<file path="src/rtl/qsys_sysid_pkg.sv">
// Shared constants for the system-ID register block: the word address map,
// the CONTROL bit positions and a byte-lane merge helper.
package qsys_sysid_pkg;

  localparam int unsigned DATA_W = 32;
  localparam int unsigned ADDR_W = 3;
  localparam int unsigned BE_W   = DATA_W / 8;

  localparam logic [ADDR_W-1:0] ADDR_ID        = 3'd0;
  localparam logic [ADDR_W-1:0] ADDR_TIMESTAMP = 3'd1;
  localparam logic [ADDR_W-1:0] ADDR_VERSION   = 3'd2;
  localparam logic [ADDR_W-1:0] ADDR_SCRATCH   = 3'd3;
  localparam logic [ADDR_W-1:0] ADDR_UPTIME_LO = 3'd4;
  localparam logic [ADDR_W-1:0] ADDR_UPTIME_HI = 3'd5;
  localparam logic [ADDR_W-1:0] ADDR_CLK_FREQ  = 3'd6;
  localparam logic [ADDR_W-1:0] ADDR_CONTROL   = 3'd7;

  localparam int unsigned CTRL_CLEAR_BIT  = 0;
  localparam int unsigned CTRL_FREEZE_BIT = 1;

  // Replace only the byte lanes whose enable bit is set.
  function automatic logic [DATA_W-1:0] merge_bytes(
    input logic [DATA_W-1:0] cur,
    input logic [DATA_W-1:0] wdata,
    input logic [BE_W-1:0]   be
  );
    logic [DATA_W-1:0] res;
    res = cur;
    for (int n = 0; n < BE_W; n++) begin
      if (be[n]) begin
        res[8*n +: 8] = wdata[8*n +: 8];
      end
    end
    return res;
  endfunction

endpackage

</file>
<file path="src/rtl/qsys_sysid_regs_if.sv">
// Avalon-MM slave bus for the system-ID block: fixed read latency of one
// cycle, no waitrequest.
interface qsys_sysid_regs_if;
  import qsys_sysid_pkg::*;

  // Handshake: read/write are single-cycle strobes sampled on every rising
  // edge and always accepted (no back-pressure). readdatavalid is high for
  // exactly the one cycle after each accepted read; readdata holds otherwise.
  logic [ADDR_W-1:0] address;
  logic              read;
  logic              write;
  logic [DATA_W-1:0] writedata;
  logic [BE_W-1:0]   byteenable;
  logic [DATA_W-1:0] readdata;
  logic              readdatavalid;

  modport master (
    output address, read, write, writedata, byteenable,
    input  readdata, readdatavalid
  );

  modport slave (
    input  address, read, write, writedata, byteenable,
    output readdata, readdatavalid
  );

endinterface

</file>
<file path="src/rtl/qsys_sysid_uptime.sv">
// Free-running uptime counter with clear/freeze control and a shadow copy of
// the upper bits captured when the low word is read.
module qsys_sysid_uptime #(
  parameter int CNT_W = 64
) (
  input  logic             clock,
  input  logic             reset,
  input  logic             clear,
  input  logic             freeze,
  input  logic             snap,
  output logic [31:0]      count,
  output logic [CNT_W-33:0] shadow
);

  logic [CNT_W-1:0]  count_q;
  logic [CNT_W-1:0]  count_d;
  logic [CNT_W-33:0] shadow_q;
  logic [CNT_W-33:0] shadow_d;

  // Clear wins over freeze and increment; the snapshot always sees the
  // value from before this edge, so a read racing a clear gets the old count.
  always_comb begin
    count_d  = count_q;
    shadow_d = shadow_q;
    if (clear) begin
      count_d = '0;
    end else if (!freeze) begin
      count_d = count_q + {{(CNT_W-1){1'b0}}, 1'b1};
    end
    if (snap) begin
      shadow_d = count_q[CNT_W-1:32];
    end
  end

  always_ff @(posedge clock) begin
    if (reset) begin
      count_q  <= '0;
      shadow_q <= '0;
    end else begin
      count_q  <= count_d;
      shadow_q <= shadow_d;
    end
  end

  assign count  = count_q[31:0];
  assign shadow = shadow_q;

endmodule

</file>
<file path="src/rtl/qsys_sysid_regs.sv">
// System identification register block: constant ID words, a scratch word,
// a 64-bit-capable uptime counter and a control word, on an Avalon-MM slave.
module qsys_sysid_regs
  import qsys_sysid_pkg::*;
#(
  parameter logic [31:0] SYSTEM_ID   = 32'h0000_0000,
  parameter logic [31:0] TIMESTAMP   = 32'h0000_0000,
  parameter logic [31:0] VERSION     = 32'h0001_0000,
  parameter logic [31:0] CLK_FREQ_HZ = 32'd50_000_000,
  parameter int          CNT_W       = 64
) (
  input logic               clock,
  input logic               reset,
  qsys_sysid_regs_if.slave  bus
);

  logic [DATA_W-1:0] scratch_q, scratch_d;
  logic              freeze_q, freeze_d;
  logic [DATA_W-1:0] rdata_q, rdata_d;
  logic              rvalid_q, rvalid_d;

  logic [DATA_W-1:0] rd_mux;
  logic              ctrl_wr;
  logic              clear;
  logic              snap;
  logic [31:0]       up_count;
  logic [CNT_W-33:0] up_shadow;

  assign ctrl_wr = bus.write && (bus.address == ADDR_CONTROL) && bus.byteenable[0];
  assign clear   = ctrl_wr && bus.writedata[CTRL_CLEAR_BIT];
  assign snap    = bus.read && (bus.address == ADDR_UPTIME_LO);

  qsys_sysid_uptime #(
    .CNT_W (CNT_W)
  ) u_uptime (
    .clock  (clock),
    .reset  (reset),
    .clear  (clear),
    .freeze (freeze_q),
    .snap   (snap),
    .count  (up_count),
    .shadow (up_shadow)
  );

  // Read mux sees only registered state, so a same-cycle write is not visible.
  always_comb begin
    rd_mux = '0;
    case (bus.address)
      ADDR_ID:        rd_mux = SYSTEM_ID;
      ADDR_TIMESTAMP: rd_mux = TIMESTAMP;
      ADDR_VERSION:   rd_mux = VERSION;
      ADDR_SCRATCH:   rd_mux = scratch_q;
      ADDR_UPTIME_LO: rd_mux = up_count;
      ADDR_UPTIME_HI: rd_mux = 32'(up_shadow);
      ADDR_CLK_FREQ:  rd_mux = CLK_FREQ_HZ;
      ADDR_CONTROL:   rd_mux[CTRL_FREEZE_BIT] = freeze_q;
      default:        rd_mux = '0;
    endcase
  end

  always_comb begin
    scratch_d = scratch_q;
    freeze_d  = freeze_q;
    rvalid_d  = bus.read;
    rdata_d   = rdata_q;
    if (bus.read) begin
      rdata_d = rd_mux;
    end
    if (bus.write && (bus.address == ADDR_SCRATCH)) begin
      scratch_d = merge_bytes(scratch_q, bus.writedata, bus.byteenable);
    end
    if (ctrl_wr) begin
      freeze_d = bus.writedata[CTRL_FREEZE_BIT];
    end
  end

  always_ff @(posedge clock) begin
    if (reset) begin
      scratch_q <= '0;
      freeze_q  <= 1'b0;
      rdata_q   <= '0;
      rvalid_q  <= 1'b0;
    end else begin
      scratch_q <= scratch_d;
      freeze_q  <= freeze_d;
      rdata_q   <= rdata_d;
      rvalid_q  <= rvalid_d;
    end
  end

  assign bus.readdata      = rdata_q;
  assign bus.readdatavalid = rvalid_q;

endmodule

</file>
<file path="src/flat_wrapper.sv">
// flat-port wrapper written by rule: the top's interface ports become plain ports
module qsys_sysid_regs_flat import qsys_sysid_pkg::*;
#(
  parameter logic [31:0] SYSTEM_ID   = 32'h0000_0000,
  parameter logic [31:0] TIMESTAMP   = 32'h0000_0000,
  parameter logic [31:0] VERSION     = 32'h0001_0000,
  parameter logic [31:0] CLK_FREQ_HZ = 32'd50_000_000,
  parameter int          CNT_W       = 64
)
  (clock, reset, bus_address, bus_read, bus_write, bus_writedata, bus_byteenable, bus_readdata, bus_readdatavalid);
  qsys_sysid_regs_if bus_i ();
  input logic clock;
  input logic reset;
  input wire logic [$bits(bus_i.address)-1:0] bus_address;
  input wire logic [$bits(bus_i.read)-1:0] bus_read;
  input wire logic [$bits(bus_i.write)-1:0] bus_write;
  input wire logic [$bits(bus_i.writedata)-1:0] bus_writedata;
  input wire logic [$bits(bus_i.byteenable)-1:0] bus_byteenable;
  output wire logic [$bits(bus_i.readdata)-1:0] bus_readdata;
  output wire logic [$bits(bus_i.readdatavalid)-1:0] bus_readdatavalid;
  assign bus_i.address = bus_address;
  assign bus_i.read = bus_read;
  assign bus_i.write = bus_write;
  assign bus_i.writedata = bus_writedata;
  assign bus_i.byteenable = bus_byteenable;
  assign bus_readdata = bus_i.readdata;
  assign bus_readdatavalid = bus_i.readdatavalid;
  qsys_sysid_regs #(.SYSTEM_ID(SYSTEM_ID), .TIMESTAMP(TIMESTAMP), .VERSION(VERSION), .CLK_FREQ_HZ(CLK_FREQ_HZ), .CNT_W(CNT_W)) u_core (.clock(clock), .reset(reset), .bus(bus_i));
endmodule
</file>
<file path="config.mk">
export PLATFORM = sky130hd
export DESIGN_NAME = qsys_sysid_regs_flat
export DESIGN_NICKNAME = d
export VERILOG_FILES = /design/src/rtl/qsys_sysid_pkg.sv /design/src/rtl/qsys_sysid_regs_if.sv /design/src/rtl/qsys_sysid_uptime.sv /design/src/rtl/qsys_sysid_regs.sv /design/src/flat_wrapper.sv
export SDC_FILE = /design/constraint.sdc
export NUM_CORES = 1
export LEC_CHECK = 0
export ABC_AREA = 1
export CORE_UTILIZATION = 57
export CTS_CLUSTER_SIZE = 10
export DETAILED_ROUTE_END_ITERATION = 16
export HOLD_SLACK_MARGIN = 0.15
export PLACE_DENSITY = 0.81
export SKIP_CTS_REPAIR_TIMING = 1
export SLEW_MARGIN = 20
export SYNTH_ARGS = -nofsm -noshare
export SYNTH_HDL_FRONTEND = slang
export SYNTH_SLANG_ARGS = --single-unit
</file>
<file path="constraint.sdc">
create_clock -name clock -period 2.18 [get_ports clock]
set_clock_uncertainty 0.2 [all_clocks]
set_input_delay 0.327 -clock clock [delete_from_list [all_inputs] [get_ports clock]]
set_output_delay 0.327 -clock clock [all_outputs]
set_load 0.005 [all_outputs]
</file>
==> metrics, run 1 <==
die area=13,900 um^2; CP required=around 2.3 ns; DP HPWL=17,400 um; # clock sinks=between 150 and 200; CP Class=flop to flop; first-pass GRT wire length=between 30,000 and 40,000 um; Mapped Nets=between 1,000 and 1,500; GRT met3 Usage=0.0567; number of I/O pins=76; Detailed Route Iter0 Violations=697; initial antenna violation count=0; Seq/Total Area, Yosys=0.424; crit path DAT=2.22 ns; synth warn=0; DR pass1 iterations=5; MaxCap Viol Count=0; root buf cell=clkbuf_16; Final Setup Violations=0; CP max-delay cell=dfxtp_1; post-synth top area cell=dfxtp_1; crit-path cells=nand2_1, nor2_1, nand2_1, nor2_1, nand3b_1, nor2_1, nand2_1, nand2_1, nor2_1; via count=7,907; grt ovf=0; Power Total=6.63 mW; ANT nets after route=0; status=completed; syn_area_per_cell=6.62 um^2; Routed Wire Length=23,200 um; Die Wd=118 um; final hold violation count=0; f_max=0.480 GHz; number of global-route vias before repair=roughly 7,400; grt peak-use layer=met2; vias per cell=approximately 5.5; Cells after Synth=1,154; synthesized flop and latch total=between 150 and 200; leakage=3.14 nW; pin count of the biggest net entering global routing=52; Pint=~5.1 mW; Avg WL per Cell=approximately 16 um; CP max FO=5; CTS tree=done; relative slew slack=0.610; commonest non-fill, non-tap cells in the layout=331 x nand2_1, 204 x nor2_1, 162 x dfxtp_1, 98 x a21oi_1, 82 x inv_1; Cell Area, Synth=roughly 7600 um^2; Die Span Y=118 um; PwrDens=between 700 and 800 nW/um^2; P_sw=about 1.5 mW; most common cell after layout, fill and taps aside=nand2_1; diode count=0; hold crit path type=input pin to flop; Synth area leaders=dfxtp_1 42%, nand2_1 16%, nor2_1 10%; Util after Layout=0.734; Placed Area=~8700 um^2; startpoint types=flop; met1 Usage GRT=0.428; htree depth=4; drt drc=0; area delta synth->final=23.2%; worst-margin pin slew=between 0.5 and 0.6 ns; Initial Utilization=0.596; layout cells sized above 1=0.0842; clk slew on worst S/H paths=0.07 ns; fin crit period=about 2.1 ns; Num CTS Buffers=17; clock power share=0.491; Comb power frac=0.054; GR Util met2=0.574; Max clock buf depth=2; post-synthesis cell type count=35; count of final max-slew check failures=0; port bufs=75; Final period util=0.956; Max rail drop VDD=0.777 mV; max incr delay on CP=approximately 0.43 ns; Worst setup EP type=flop; Seq pwr share=0.455; Core Area=between 10,000 and 15,000 um^2; Total GRT Usage=0.342; clk_lat worst skew=approximately 0.44 ns; site row count=41; Synth top area share=0.424; GPL Wtd Cong=1.01; Finished Cell Area=about 9400 um^2; switching part of the total=0.228; fin nets=between 1,000 and 1,500
-- routing by layer --
| layer | routed length [um] | share of wire |
|---|---|---|
| met2 | 10900 | 0.47 |
| met3 | 1210 | 0.052 |
| met4 | 889 | 0.038 |
| met1 | 10200 | 0.44 |
| met5 | 0 | 0 |
-- power groups by stage --
stage	Combinational [mW]	Clock, mW	Sequential (mW)
global route	0.392	3.39	3.02
detailed placement	0.351	0	3.08
floorplan	0.180	0	3.08
global placement	0.347	0	3.08
CTS	0.355	3.26	3.02
finish	0.361	3.26	3.02
-- final timing paths --
kind,from,endpoint,slack (ns),cells after the start
max reg2reg,u_core.u_uptime.count_q[17]$_SDFFE_PP0N_,u_core.u_uptime.count_q[51]$_SDFFE_PP0N_,0.09,9
max,u_core.u_uptime.count_q[17]$_SDFFE_PP0N_,u_core.u_uptime.count_q[51]$_SDFFE_PP0N_,0.09,9
min,reset,u_core.scratch_q[11]$_SDFFE_PP0P_,0.16,4
min reg2reg,u_core.u_uptime.shadow[18]$_SDFFE_PP0P_,u_core.u_uptime.shadow[18]$_SDFFE_PP0P_,0.26,2
-- kinds of logic after synthesis --
logic type / synth area share
xor+xnor: 0.0160
fa+ha+maj: 0.00164
buf+inv: 0.0675
compound gates: 0.129
flops: 0.424
simple gates: 0.361
-- sequential cells by signal (all words and copies together), names as in the netlist --
register / count
u_core.bus.readdata: 32
u_core.bus.readdatavalid: 1
u_core.freeze_q: 1
u_core.scratch_q: 32
u_core.u_uptime.count_q: 64
u_core.u_uptime.shadow: 32
-- critical path, delay by kind of cell (launching register included) --
kind,cells,cell delay (ns)
and+or+nand+nor,9,1.37
DFF,1,0.43
-- per-stage QoR --
step / setup WS [ns] / instances / setup TNS [ns] / hold slack [ns]
after floorplan: 0.521 / 1154 / 0 / 0.225
after global placement: 0.0597 / 1395 / 0 / 0.244
after detailed placement: -0.0253 / 1395 / -0.0586 / 0.248
after CTS: 0.126 / 1427 / 0 / 0.0114
after global routing: -0.000262 / 1431 / -0.000262 / 0.223
final: 0.0948 / 1431 / 0 / 0.162
-- synthesized netlist by cell type, drive strengths merged --
master	number
o21ai	64
nand2	335
a31oi	1
o221ai	11
nand3b	4
xor2	8
nand3	59
xnor2	6
nor3	9
ha	1
nand4	25
and3	1
o21bai	4
and2	2
clkbuf	26
o211ai	4
nor2	219
or2	6
buf	16
a41oi	1
dfxtp	162
inv	90
nor3b	2
a21oi	98
-- area by class of cell --
type | count | area, um^2
clock buffers | 18 | 439
clock inverters | 14 | 201
fillers | 1085 | 3410
inverters | 90 | 338
multi-input cells | 860 | 3890
flip-flops and latches | 162 | 3240
well taps | 172 | 215
repair buffers | 115 | 1080
Power figures use the tool's default switching activity.
==> inputs of run 2 (changes only) <==
--- a/config.mk
+++ b/config.mk
@@ -12,7 +12,7 @@
 export HOLD_SLACK_MARGIN = 0.15
 export PLACE_DENSITY = 0.81
 export SKIP_CTS_REPAIR_TIMING = 1
-export SLEW_MARGIN = 20
+export SLEW_MARGIN = 15
 export SYNTH_ARGS = -nofsm -noshare
 export SYNTH_HDL_FRONTEND = slang
 export SYNTH_SLANG_ARGS = --single-unit
==> results of run 2 <==
Same layout as run 1: the final DEF is identical, and so are final timing and power.
